==> config.mk <==
export PLATFORM = sky130hd
export DESIGN_NAME = wb_write_arbiter_flat
export DESIGN_NICKNAME = d
export VERILOG_FILES = /design/src/rtl/wb_write_arbiter_if.sv /design/src/rtl/wb_write_arbiter.sv /design/src/flat_wrapper.sv
export SDC_FILE = /design/constraint.sdc
export NUM_CORES = 1
export LEC_CHECK = 0
export ABC_CLOCK_PERIOD_IN_PS = 3500
export BUFFER_PORTS_ARGS = -buffer_cell sky130_fd_sc_hd__buf_2
export CORE_AREA = 2 2 130 132
export DETAILED_ROUTE_END_ITERATION = 7
export DIE_AREA = 0 0 132 134
export PLACE_DENSITY = 0.72
export SLEW_MARGIN = 25
export SYNTH_ARGS = -nofsm -noshare
export SYNTH_HDL_FRONTEND = slang
export SYNTH_SLANG_ARGS = --single-unit
==> constraint.sdc <==
create_clock -name clk -period 3.5 [get_ports clk]
set_clock_uncertainty 0.2 [all_clocks]
set_input_delay 0.7 -clock clk [delete_from_list [all_inputs] [get_ports clk]]
set_output_delay 0.7 -clock clk [all_outputs]
set_load 0.02 [all_outputs]
==> src/rtl/wb_write_arbiter_if.sv <==
`default_nettype none
// wb_write_arbiter_if -- ALU, load-return, pending-scoreboard and register-file write-port bundle (rev 1.0)
interface wb_write_arbiter_if #(
  parameter int NUM_REG   = 8,
  parameter int SEL_WIDTH = 3,
  parameter int D_WIDTH   = 34
);
  logic                 alu_valid_i;
  logic [SEL_WIDTH-1:0] alu_wa_i;
  logic [D_WIDTH-1:0]   alu_wd_i;
  logic                 alu_stall_o;
  logic                 mem_valid_i;
  logic                 mem_ready_o;
  logic [SEL_WIDTH-1:0] mem_wa_i;
  logic [D_WIDTH-1:0]   mem_wd_i;
  logic                 pend_set_i;
  logic [SEL_WIDTH-1:0] pend_reg_i;
  logic [NUM_REG-1:0]   pending_o;
  logic                 write_enable_o;
  logic [SEL_WIDTH-1:0] write_reg_o;
  logic [D_WIDTH-1:0]   write_data_o;

  modport slave (
    input  alu_valid_i, alu_wa_i, alu_wd_i,
    output alu_stall_o,
    input  mem_valid_i, mem_wa_i, mem_wd_i,
    output mem_ready_o,
    input  pend_set_i, pend_reg_i,
    output pending_o, write_enable_o, write_reg_o, write_data_o
  );

  modport master (
    output alu_valid_i, alu_wa_i, alu_wd_i,
    input  alu_stall_o,
    output mem_valid_i, mem_wa_i, mem_wd_i,
    input  mem_ready_o,
    output pend_set_i, pend_reg_i,
    input  pending_o, write_enable_o, write_reg_o, write_data_o
  );
endinterface
`default_nettype wire

==> src/rtl/wb_write_arbiter.sv <==
`default_nettype none
// wb_write_arbiter -- merges ALU and buffered load results onto the register-file write port (rev 1.0)
module wb_write_arbiter #(
  parameter int NUM_REG    = 8,
  parameter int SEL_WIDTH  = 3,
  parameter int D_WIDTH    = 34,
  parameter int DEPTH      = 4,
  parameter int STARVE_MAX = 3
) (
  input  logic              clk,
  input  logic              rst_n_i,
  wb_write_arbiter_if.slave bus
);
  localparam int PTR_W = (DEPTH < 2) ? 1 : $clog2(DEPTH);
  localparam int CNT_W = PTR_W + 1;
  localparam int ST_W  = (STARVE_MAX < 1) ? 1 : $clog2(STARVE_MAX + 1);
  localparam logic [CNT_W-1:0] DEPTH_CNT  = CNT_W'(DEPTH);
  localparam logic [ST_W-1:0]  STARVE_LIM = ST_W'(STARVE_MAX);

  logic [SEL_WIDTH-1:0] fifo_wa [DEPTH];
  logic [D_WIDTH-1:0]   fifo_wd [DEPTH];
  logic [PTR_W-1:0]     rd_ptr;
  logic [PTR_W-1:0]     wr_ptr;
  logic [CNT_W-1:0]     count;
  logic [ST_W-1:0]      starve_cnt;
  logic [NUM_REG-1:0]   pending;
  logic [NUM_REG-1:0]   pend_next;
  logic                 we;
  logic [SEL_WIDTH-1:0] wreg;
  logic [D_WIDTH-1:0]   wdata;

  logic                 empty;
  logic                 full;
  logic                 force_fifo;
  logic                 grant_alu;
  logic                 grant_fifo;
  logic                 push;
  logic [SEL_WIDTH-1:0] head_wa;
  logic [D_WIDTH-1:0]   head_wd;

  assign empty      = (count == '0);
  assign full       = (count == DEPTH_CNT);
  assign force_fifo = !empty && (starve_cnt == STARVE_LIM);
  assign grant_alu  = bus.alu_valid_i && !force_fifo;
  assign grant_fifo = !grant_alu && !empty;
  assign push       = bus.mem_valid_i && !full;
  assign head_wa    = fifo_wa[rd_ptr];
  assign head_wd    = fifo_wd[rd_ptr];

  assign bus.alu_stall_o    = bus.alu_valid_i && force_fifo;
  assign bus.mem_ready_o    = !full;
  assign bus.pending_o      = pending;
  assign bus.write_enable_o = we;
  assign bus.write_reg_o    = wreg;
  assign bus.write_data_o   = wdata;

  // Storage needs no reset: pointers and count alone define what is live.
  always_ff @(posedge clk) begin
    if (push) begin
      fifo_wa[wr_ptr] <= bus.mem_wa_i;
      fifo_wd[wr_ptr] <= bus.mem_wd_i;
    end
  end

  always_ff @(posedge clk) begin
    if (!rst_n_i) begin
      rd_ptr <= '0;
      wr_ptr <= '0;
      count  <= '0;
    end else begin
      if (push)       wr_ptr <= wr_ptr + PTR_W'(1);
      if (grant_fifo) rd_ptr <= rd_ptr + PTR_W'(1);
      case ({push, grant_fifo})
        2'b10:   count <= count + CNT_W'(1);
        2'b01:   count <= count - CNT_W'(1);
        default: count <= count;
      endcase
    end
  end

  always_ff @(posedge clk) begin
    if (!rst_n_i) begin
      starve_cnt <= '0;
    end else if (empty || grant_fifo) begin
      starve_cnt <= '0;
    end else if (grant_alu && (starve_cnt != STARVE_LIM)) begin
      starve_cnt <= starve_cnt + ST_W'(1);
    end
  end

  // A new load issue to a register outranks the retirement of an older load to it.
  always_comb begin
    pend_next = pending;
    for (int r = 0; r < NUM_REG; r++) begin
      if (bus.pend_set_i && (bus.pend_reg_i == SEL_WIDTH'(r))) begin
        pend_next[r] = 1'b1;
      end else if (grant_fifo && (head_wa == SEL_WIDTH'(r))) begin
        pend_next[r] = 1'b0;
      end
    end
  end

  always_ff @(posedge clk) begin
    if (!rst_n_i) begin
      pending <= '0;
      we      <= 1'b0;
      wreg    <= '0;
      wdata   <= '0;
    end else begin
      pending <= pend_next;
      we      <= grant_alu || grant_fifo;
      if (grant_alu) begin
        wreg  <= bus.alu_wa_i;
        wdata <= bus.alu_wd_i;
      end else if (grant_fifo) begin
        wreg  <= head_wa;
        wdata <= head_wd;
      end
    end
  end
endmodule
`default_nettype wire

==> src/flat_wrapper.sv <==
// flat-port wrapper written by rule: the top's interface ports become plain ports
module wb_write_arbiter_flat 
#(
  parameter int NUM_REG    = 8,
  parameter int SEL_WIDTH  = 3,
  parameter int D_WIDTH    = 34,
  parameter int DEPTH      = 4,
  parameter int STARVE_MAX = 3
)
  (clk, rst_n_i, bus_alu_valid_i, bus_alu_wa_i, bus_alu_wd_i, bus_alu_stall_o, bus_mem_valid_i, bus_mem_wa_i, bus_mem_wd_i, bus_mem_ready_o, bus_pend_set_i, bus_pend_reg_i, bus_pending_o, bus_write_enable_o, bus_write_reg_o, bus_write_data_o);
  wb_write_arbiter_if #(.NUM_REG(NUM_REG), .SEL_WIDTH(SEL_WIDTH), .D_WIDTH(D_WIDTH)) bus_i ();
  input  logic clk;
  input  logic rst_n_i;
  input wire logic [$bits(bus_i.alu_valid_i)-1:0] bus_alu_valid_i;
  input wire logic [$bits(bus_i.alu_wa_i)-1:0] bus_alu_wa_i;
  input wire logic [$bits(bus_i.alu_wd_i)-1:0] bus_alu_wd_i;
  output wire logic [$bits(bus_i.alu_stall_o)-1:0] bus_alu_stall_o;
  input wire logic [$bits(bus_i.mem_valid_i)-1:0] bus_mem_valid_i;
  input wire logic [$bits(bus_i.mem_wa_i)-1:0] bus_mem_wa_i;
  input wire logic [$bits(bus_i.mem_wd_i)-1:0] bus_mem_wd_i;
  output wire logic [$bits(bus_i.mem_ready_o)-1:0] bus_mem_ready_o;
  input wire logic [$bits(bus_i.pend_set_i)-1:0] bus_pend_set_i;
  input wire logic [$bits(bus_i.pend_reg_i)-1:0] bus_pend_reg_i;
  output wire logic [$bits(bus_i.pending_o)-1:0] bus_pending_o;
  output wire logic [$bits(bus_i.write_enable_o)-1:0] bus_write_enable_o;
  output wire logic [$bits(bus_i.write_reg_o)-1:0] bus_write_reg_o;
  output wire logic [$bits(bus_i.write_data_o)-1:0] bus_write_data_o;
  assign bus_i.alu_valid_i = bus_alu_valid_i;
  assign bus_i.alu_wa_i = bus_alu_wa_i;
  assign bus_i.alu_wd_i = bus_alu_wd_i;
  assign bus_alu_stall_o = bus_i.alu_stall_o;
  assign bus_i.mem_valid_i = bus_mem_valid_i;
  assign bus_i.mem_wa_i = bus_mem_wa_i;
  assign bus_i.mem_wd_i = bus_mem_wd_i;
  assign bus_mem_ready_o = bus_i.mem_ready_o;
  assign bus_i.pend_set_i = bus_pend_set_i;
  assign bus_i.pend_reg_i = bus_pend_reg_i;
  assign bus_pending_o = bus_i.pending_o;
  assign bus_write_enable_o = bus_i.write_enable_o;
  assign bus_write_reg_o = bus_i.write_reg_o;
  assign bus_write_data_o = bus_i.write_data_o;
  wb_write_arbiter #(.NUM_REG(NUM_REG), .SEL_WIDTH(SEL_WIDTH), .D_WIDTH(D_WIDTH), .DEPTH(DEPTH), .STARVE_MAX(STARVE_MAX)) u_core (.clk(clk), .rst_n_i(rst_n_i), .bus(bus_i));
endmodule
==> metrics <==
Critical R2R Capture=u_core.count[2]$_SDFFE_PN0P_; placed wire-length estimate after detailed placement=about 11000 um; dominant cells by area after synthesis=edfxtp_1 (55%), dfxtp_1 (14%), mux4_2 (10%); number of synthesized register bits=a little over 200; count of nets left with antenna violations after detail routing=0; compound-gate portion of the synthesized area=6.719%; Internal Power=4731 uW; largest family of logic cells by synthesized area=multiplexers; clk sinks=205; Psw=1830 uW; hold path startpoint=bus_mem_wd_i[18]; clock network fraction of design power=31.9%; later-pin clock latency in the skew report=0.49 ns; post-route fraction of the period consumed by the critical path=77.81%; Syn Inst Count=512; time the worst path needs with I/O delays and setup=around 2.7 ns; kind of start point of the critical path=register; logic gate share of total power=21.0%; global-route wire length before repair=26680 um; ratio of total power to cell area=686.4 nW/um2; arrival time of the worst setup path=2.93 ns; average cell area after synthesis=15.64 um2; total core area=16290 um2; dominant register cell in the synthesized netlist=edfxtp_1; number of levels in the clock H-tree=1; Final TNS setup=0 ns; Synthesis Warnings=0; DR iter-0 viols=298; synthesized-area fraction occupied by xor and xnor cells=less than 1%; diode insertion count for antenna repair=0; transition at the pin with the smallest max-transition slack=0.8426 ns; initial antenna violation count=1; final net count=738; DRC violations left=0; area of placed instances=8914 um2; global routing usage summed across all routing layers=about a fifth; leading area contributor after synthesis=edfxtp_1; share of async-settable or async-resettable flops after synthesis=0%; total setup violations reported at the end of the flow=0; Setup Buffers After CTS=0; max-capacitance violation count=0; average wire per standard cell=between 15 and 20 um; via count=4898; post-cts hold buffer count=0; Die Area=17690 um2; worst-case clock buffer depth=3; IO buf count=~130; Leakage=0.003715 uW; total count of hold-check failures in the final report=0; Crit path required time=3.71 ns; status=complete, no violations; Post-Route WL=17040 um; fraction of the mapped netlist area in adder cells=between 1 and 1.5%; multiplexer fraction of the synthesized cell area=a little over a tenth; Die Y=about 130 um; fraction of the yosys area taken by sequential cells=69.75%; fraction of power spent switching nets=27.89%; CTS tree=yes; TritonCTS Buffers=21; number of cells traversed by the worst register-to-register path=8; launching point of the worst reg2reg path=u_core.count[2]$_SDFFE_PN0P_; simple-gate share of the synthesized area=roughly 6.3%; timing-limited maximum frequency=367.2 MHz; final count of pins violating max slew=0; Max-Slew Margin vs Limit=43.76%; worst min-delay path endpoint=u_core.fifo_wd[1][18]$_DFFE_PP_; number of global-route vias before repair=5085; count of distinct cell types in the synthesized netlist=between 40 and 50; number of core rows=47; cell area after technology mapping=roughly 8000 um2; number of enable-type register cells in the synthesized netlist=148; via density per instance=5.547; clock root buffer=clkbuf_16; worst IR drop on VDD=between 0.3 and 0.4 mV; largest driver fanout on the critical path=10; fraction of power consumed by sequential logic=a little under half; clock-pin slew of the registers on the worst-case setup and hold paths=about 0.06 ns; endpoint class of the critical path=register; hold crit path type=in2reg; Resize count post-CTS=0; effective utilization at floorplan=49.16%; reg2reg setup slack=between 0.7 and 0.8 ns; last weighted congestion value of the routability-driven placer=0.8024; DIE WIDTH=132 um; post-synthesis net count=601; Non-Filler Cell Area, Final=9558 um2; instance count along the most critical hold path=1; total overflow reported by the global router=0; area overhead of the layout relative to synthesis=19.36%; Finished Core Util=58.68%; largest net degree at the start of global routing=34; proportion of layout cells with a drive suffix above 1=between 30% and 40%; type of the worst setup path=reg2reg; RSZ-0062 raised after global routing=no; total I/O pin count=130; Yosys top cell area share=55.50%; number of detailed-route iterations in the first pass=5
==> power groups by stage <==
stage	clock network, uW	logic [uW]	registers (uW)
final	2090	1370	3090
after floorplan	0	894	3190
after CTS	2130	1390	3100
after global placement	0	1340	3120
after detailed placement	0	1380	3140
after global routing	2230	1490	3130
==> critical path: stages, from the launching register on <==
cell     delay (ns)
dfxtp_1        0.50
or3b_1         0.54
nand2_1        0.13
ha_1           0.19
inv_1          0.07
fa_1           0.41
xor2_1         0.18
or3_1          0.30
a21oi_1        0.14
==> worst max-delay path by stage <==
stage / from / cells after the start / to
6_report: u_core.count[2]$_SDFFE_PN0P_ / 8 / u_core.count[2]$_SDFFE_PN0P_
5_1_grt: u_core.count[2]$_SDFFE_PN0P_ / 8 / u_core.count[2]$_SDFFE_PN0P_
4_1_cts: u_core.count[2]$_SDFFE_PN0P_ / 8 / u_core.count[2]$_SDFFE_PN0P_
3_5_place_dp: bus_alu_valid_i / 10 / u_core.count[2]$_SDFFE_PN0P_
3_3_place_gp: bus_alu_valid_i / 10 / u_core.count[2]$_SDFFE_PN0P_
2_1_floorplan: u_core.count[0]$_SDFFE_PN0P_ / 10 / u_core.count[2]$_SDFFE_PN0P_
==> metal layers <==
metal / vias up / global-route usage (%) / part of all wire [%]
met3: 34 / 3.704 / 6.1
met5: - / 0 / 0
met4: 0 / 8.454 / 2.9
met1: 2449 / 23.48 / 39
met2: 177 / 34.11 / 52
li1: 2238 / - / -
==> layout make-up <==
cell class | count | area, um2
clock inverter | 7 | 55.05
clock buffer | 30 | 589.3
sequential | 205 | 5588
fill | 1261 | 6731
inverter | 76 | 285.3
tap | 220 | 275.3
timing repair buffer | 144 | 758.2
multi-input combinational | 201 | 2007
==> flip-flops by register name, indices dropped and copies added (netlist names), named ones only <==
signal and flops:
u_core.fifo_wd 136, u_core.bus.write_data_o 34, u_core.fifo_wa 12, u_core.bus.pending_o 8, u_core.bus.write_reg_o 3, u_core.count 3
u_core.rd_ptr 2, u_core.starve_cnt 2, u_core.wr_ptr 2, u_core.bus.write_enable_o 1
==> synthesized netlist by cell type (all sizes together), types with 2 or more instances <==
master	count
xor2	2
a31oi	3
nand2b	3
or3	2
dfxtp	57
o21ai	8
mux4	37
nor3	7
nor2	8
a21oi	11
a311oi	4
edfxtp	148
ha	6
and4b	3
o31ai	4
nor4bb	2
a21boi	2
clkbuf	13
a21o	2
buf	17
nand3	40
o311a	2
nor2b	4
inv	76
nor4	3
o221ai	33
and3	8
==> logic make-up (layout without fill, tap and decap cells) <==
logic type	Yosys count	after routing
multiplexers	37	37
flip-flops	205	205
buffers and inverters	106	257
AO/OA/AOI/OAI	69	69
AND/OR/NAND/NOR	86	86
XOR/XNOR	2	2
adder cells (fa/ha/maj)	7	7
==> through the flow <==
stage,worst slack (ns),hold slack (ns),total power (uW),instances
3_5_place_dp,0.6202,0.2215,4527,846
4_1_cts,0.7977,0.2090,6622,883
5_1_grt,0.6664,0.2155,6851,883
2_1_floorplan,0.8642,0.1988,4083,512
3_3_place_gp,0.6966,0.2088,4466,846
6_report,0.7768,0.2229,6560,883
==> cell usage in the layout, fill, tap and decap left out, types with 3 or more instances in the layout <==
cell type and n:
nand3_1 38, nor2_1 8, clkbuf_16 21, nand2b_1 3, o221ai_1 33, edfxtp_1 148, nor3_1 5, ha_1 6
dfxtp_1 55, buf_4 15, o21ai_0 8, and3_1 4, inv_1 76, mux4_2 37, and4b_1 3, o31ai_1 3
a31oi_1 3, clkbuf_1 6, clkinv_1 4, and3_2 4, buf_2 129, a311oi_1 3, a21oi_1 11, nor2b_1 3
clkbuf_8 3
Note: power is estimated with default switching activity, not from simulation.
